--- config.mk ---
export PLATFORM = sky130hd
export DESIGN_NAME = rr_mux2_stream
export DESIGN_NICKNAME = d
export VERILOG_FILES = /design/src/rtl/rr_mux2_stream.sv
export SDC_FILE = /design/constraint.sdc
export NUM_CORES = 1
export LEC_CHECK = 0
export CAP_MARGIN = 40
export CORE_ASPECT_RATIO = 0.9
export CORE_UTILIZATION = 30
export DETAILED_ROUTE_END_ITERATION = 7
export PLACE_DENSITY = 0.67
export SLEW_MARGIN = 40
export SYNTH_ARGS = -nofsm -noshare
export SYNTH_HDL_FRONTEND = slang
export SYNTH_SLANG_ARGS = --single-unit
--- constraint.sdc ---
create_clock -name clk -period 1.4 [get_ports clk]
set_input_delay 0.28 -clock clk [delete_from_list [all_inputs] [get_ports clk]]
set_output_delay 0.28 -clock clk [all_outputs]
set_load 0.01 [all_outputs]
--- src/rtl/rr_mux2_stream.sv ---
// rr_mux2_stream: registered 2:1 stream multiplexer with a valid/ready handshake.
// One of two input channels wins each cycle. The winning word is captured in a
// single-entry output register, and s0 reports which channel it came from.
// Full throughput, 1-cycle latency.
// Optional build macro FIXED_PRIO_EN: channel A always wins when both channels
// are valid, and the round-robin pointer is removed.
// Default (macro undefined): round-robin, where the loser of a contested grant
// is preferred next time.
module rr_mux2_stream #(
  parameter int WIDTH = 8
) (
  input  logic             clk,
  input  logic             rst,
  input  logic [WIDTH-1:0] a_data,
  input  logic             a_valid,
  output logic             a_ready,
  input  logic [WIDTH-1:0] b_data,
  input  logic             b_valid,
  output logic             b_ready,
  output logic [WIDTH-1:0] out,
  output logic             out_valid,
  input  logic             out_ready,
  output logic             s0
);

  logic [WIDTH-1:0] r_out;
  logic             r_out_valid;
  logic             r_s0;

  logic             w_pref;
  logic             w_load_en;
  logic             w_grant_a;
  logic             w_grant_b;
  logic             w_accept;

`ifdef FIXED_PRIO_EN
  assign w_pref = 1'b0;
`else
  logic r_pref;
  assign w_pref = r_pref;

  // Round-robin pointer: after an accepted word, prefer the channel that lost.
  always_ff @(posedge clk) begin
    if (rst) begin
      r_pref <= 1'b0;
    end else if (w_accept) begin
      r_pref <= ~w_grant_b;
    end
  end
`endif

  // The register can take a word when it is empty, or when it drains this cycle.
  assign w_load_en = !r_out_valid || out_ready;

  // B wins when it is the only valid channel, or when both are valid and B is preferred.
  assign w_grant_b = b_valid && (!a_valid || w_pref);
  assign w_grant_a = a_valid && !w_grant_b;

  // rst masks the readys so that no upstream word is consumed while reset is applied.
  assign a_ready  = !rst && w_load_en && w_grant_a;
  assign b_ready  = !rst && w_load_en && w_grant_b;
  assign w_accept = w_load_en && (w_grant_a || w_grant_b);

  // Output stage: load the granted word, drain when idle, hold on stall.
  always_ff @(posedge clk) begin
    if (rst) begin
      r_out       <= '0;
      r_out_valid <= 1'b0;
      r_s0        <= 1'b0;
    end else if (w_accept) begin
      r_out       <= w_grant_b ? b_data : a_data;
      r_s0        <= w_grant_b;
      r_out_valid <= 1'b1;
    end else if (r_out_valid && out_ready) begin
      r_out_valid <= 1'b0;
    end
  end

  assign out       = r_out;
  assign out_valid = r_out_valid;
  assign s0        = r_s0;

endmodule

# Word-level counts from Yosys, hierarchy flattened
# Cells that the tools add are included.
# Widths: inputs -> output; s select.
# totals
inputBits	21
wordCells	23
register_bits	11
output_inout_bits	12
# op_classes
n_bitwise	1
n_reduce_logical	15
muxes	3
# op_table
operator	count
$mux 8	1
$logic_and 1x1->1	7
$logic_not 1->1	4
$logic_or 1x1->1	3
$mux 1	2
$reduce_bool 2->1	1
$not 1->1	1

# Depth between registers and ports, before layout
# depth
word_depth	8
depth_mapped	5

# Least setup slack after synthesis
# No wires, ideal clock.
# synth_path
kind	reg2out
from	reg r_out_valid (netlist: out_valid)
to	out b_ready
arrival_time_ps	1067
required_time_ps	1120
path_slack_ps	53
path_stages_with_launch	5
n_path_buf	1
cell_sequence	dfxtp_1 > nand2b_1 > clkbuf_1 > nand3_1 > nor2_1
# synth_via
elab_chain_len	4
# synth_lines
element	line	text
start: declaration	27	logic r_out_valid;
start signal: assignment	68	r_out_valid <= 1'b0;
start signal: assignment	73	r_out_valid <= 1'b1;
start signal: assignment	75	r_out_valid <= 1'b0;
$logic_not 1->1	53	assign w_load_en = !r_out_valid || out_ready;
$logic_or 1x1->1	53	
$logic_and 1x1->1 (2 in a row)	61	assign b_ready = !rst && w_load_en && w_grant_b;
end: declaration	19	output logic b_ready,
# No other way between the ends.

# Worst setup path after layout
# layout_path
from	reg r_pref
to	out b_ready
# layout_via
elab_chain_len	3
# layout_lines
element	line	text
start: declaration	39	logic r_pref;
start signal: assignment	47	r_pref <= ~w_grant_b;
$logic_or 1x1->1	56	assign w_grant_b = b_valid && (!a_valid || w_pref);
$logic_and 1x1->1	56	
$logic_and 1x1->1	61	
# No other way between the ends.

==> metrics.md <==
| Metric | Value |
|---|---|
| Clock skew | 0.00121 ns |
| Pre-antenna DRT Iters | 4 |
| PD cells | 830 nW/um2 |
| CTS root buffer | clkbuf_4 |
| Final WL | 1720 um |
| Final setup viols | 1 |
| Most common library cells after synthesis | 11 x a21oi_1, 11 x dfxtp_1, 9 x nand3_1, 8 x a311oi_1, 8 x o21ai_0 |
| Die W | 47.2 um |
| Total grt overflow | 0 |
| Setup slack after layout | -0.0409 ns |
| Post-DR wirelength/cell | 12.6 um |
| Worst-path clk slew | 0.07 ns |
| Final Cycle Share | 1.03 |
| Port Buffer Count | 32 |
| Crit path required time | 1.12 ns |
| Status | finished with violations |
| Synth area leaders | dfxtp_1 40%, a311oi_1 13%, a21oi_1 10% |
| Placed cell count | 125 |
| Data arrival time of the worst path | 1.16 ns |
| Hold WS | 0.485 ns |
| HPWL Detailed | 1220 um |
| Core area | 1700 um2 |
| Post-detailed-route count of antenna-violating nets | 0 |
| Peak supply drop | 0.555 mV |
| Ys async rst share | 0 |
| Reg2reg setup slack | 0.03 ns |
| Worst Tran Pin Value | 0.239 ns |
| Path category of the worst min-delay check | flop to flop |
| Post-Place Worst Slack | -0.555 ns |
| Post-route cell area | 1020 um2 |
| Worst setup startpoint | r_pref |
| Area Growth Syn to Fin | 85.5% |
| Post-layout net count | 134 |
| Fin cells | 136 |
| Number of flops mapped to enable cells by yosys | 0 |
| GRT Total Usage | 0.187 |
| Max-cap check violation count | 0 |
| CP Depth | 4 |
| H-tree depth | 1 |
| Unique masters post-synth | 17 |
| Total CTS buffers | 3 |
| Syn_nets | 86 |
| Max Fclk | 694 MHz |
| TritonCTS clock tree | done |
| Vias | 698 |
| Antenna violations before repair | 0 |
| CP bufs+invs | 1 |
| Uppermost layer routed | met4 |
| FP Rows | 14 |
| Period minus WS final | 1.44 ns |
| Top-area cell type share of the netlist area | 0.400 |
| Mapped Area | 551 um2 |
| Dpl cell area | 938 um2 |
| Slowest CP cell | dfxtp_4 |
| DRT iter0 DRCs | 21 |
| Clk_lat worst skew | 0.27 ns |
| Cell family with most CP delay | simple AND/OR/NAND/NOR gates |
| Diodes inserted | 0 |
| Pins Over Slew Limit | 0 |
| Leak Pwr | 0.442 nW |
| First-pass GRT wire length | 2660 um |
| Synth Flop Type | dfxtp_1 |
| Final Hold Vio Count | 0 |
| DRT met1 WL | 763 um |
| FF-to-FF Start | r_pref |
| Failing checks | setup timing |
| Startpoint Class | flop |
| Setup_tns | -0.0409 ns |
| Yosys top cell by area | dfxtp_1 |
| Crit path largest cell delay | 0.36 ns |
| Worst setup EP type | output port |
| Worst Reg2Reg Path Length in Cells | 8 |
| Crit Path Max Fanout | 4 |
| I/O pins | 33 |
| CTS max path bufs | 2 |
| DR vias/cell | 5.13 |
| Hold buffers post-CTS | 0 |
| WL met3 | 130 um |
| DRC violations left | 0 |
| Worst-path cell chain | or2b_1, nand3_2, nor2_2, buf_2 |
| Number of global-route vias before repair | 603 |
| Clock sink count | 11 |
| Syn_area_per_cell | 8.47 um2 |
| RSZ-0062 raised after global routing | yes |
| Share of layout cells above drive strength 1 | 0.277 |
| GPL Wtd Cong | 0.762 |
| Largest net degree at the start of global routing | 14 |
| Slew headroom | 0.840 |
| Seq/Total Area, Yosys | 0.400 |
| Met2 Routed Length | 811 um |
| Initial Utilization | 0.324 |
| YS warnings | 0 |
| DIE HEIGHT | 42.6 um |
| Crit Path Category | flop to output port |
| Post-synthesis cell count | 65 |
| R2R Path End | s0 |
| Crit path capture | b_ready |
| Fillers | 174 |
| Die area | 2010 um2 |
| Yosys reg bits | 11 |
## cell families after synthesis
family	count (synthesis)	share of synthesized area
AO/OA/AOI/OAI	30	0.359
buffers and inverters	7	0.0750
flip-flops	11	0.400
AND/OR/NAND/NOR	17	0.166
## power breakdown
part           internal, mW  switching (mW)  total [mW]
logic                 0.153           0.111       0.264
clock network         0.111           0.114       0.224
registers             0.342          0.0175       0.359
## final cells by class
class | instances | area, um2 | area share
timing repair buffer | 49 | 422 | 0.413
multi-input combinational | 47 | 315 | 0.309
sequential | 11 | 224 | 0.219
clock buffer | 4 | 26.3 | 0.0257
inverter | 1 | 3.75 | 0.00368
tap | 24 | 30.0 | 0.0294
## per-stage QoR
step | power, mW | util
2_1_floorplan | 0.472 | -
3_3_place_gp | 0.620 | 0.552
3_5_place_dp | 0.622 | 0.552
4_1_cts | 0.845 | 0.591
5_1_grt | 0.895 | 0.601
6_report | 0.847 | 0.601
## layer usage
metal | up-vias | global-route usage
li1 | 343 | -
met1 | 325 | 0.266
met2 | 28 | 0.264
met3 | 2 | 0.0647
met4 | 0 | 0.0514
met5 | - | 0
## cell usage in the layout (no fill, tap or decap)
master | Yosys | final
clkdlybuf4s50_1 | 0 | 17
o21ai_0 | 8 | 8
a21oi_1 | 11 | 10
dfxtp_4 | 0 | 1
nor2_1 | 3 | 2
a311oi_2 | 1 | 1
o211ai_1 | 1 | 1
inv_1 | 1 | 1
nor2b_4 | 0 | 1
a21bo_2 | 1 | 1
clkbuf_1 | 4 | 1
nand2b_4 | 0 | 1
buf_2 | 0 | 2
nand3_2 | 0 | 1
a21oi_2 | 0 | 1
clkbuf_4 | 0 | 3
dlygate4sd2_1 | 0 | 13
a311oi_1 | 8 | 8
buf_4 | 0 | 17
or2_1 | 1 | 1
or2b_1 | 1 | 1
nand3_1 | 9 | 8
and2_4 | 1 | 1
dfxtp_1 | 11 | 10
nor2_2 | 0 | 1
## state kept, by name, indices dropped and copies added, names as in the netlist
signal	count
out_valid	1
out	8
s0	1
r_pref	1
## how the worst min path moves through the flow
stage / startpoint / endpoint / depth (start not counted) / slack (ns)
finish: r_pref / r_pref / 1 / 0.49
global route: r_pref / r_pref / 1 / 0.51
CTS: r_pref / r_pref / 1 / 0.51
detailed placement: r_pref / r_pref / 1 / 0.51
global placement: r_pref / r_pref / 1 / 0.50
floorplan: rst / out[4] / 1 / 0.35
## what timing repair did
action,4_1_cts,5_1_grt
hold endpoints to repair,0,0
gates resized for setup,26,3
pin swaps,1,2
endpoints found under the setup margin,13,3
setup buffers,6,1
Power figures use the tool's default switching activity.
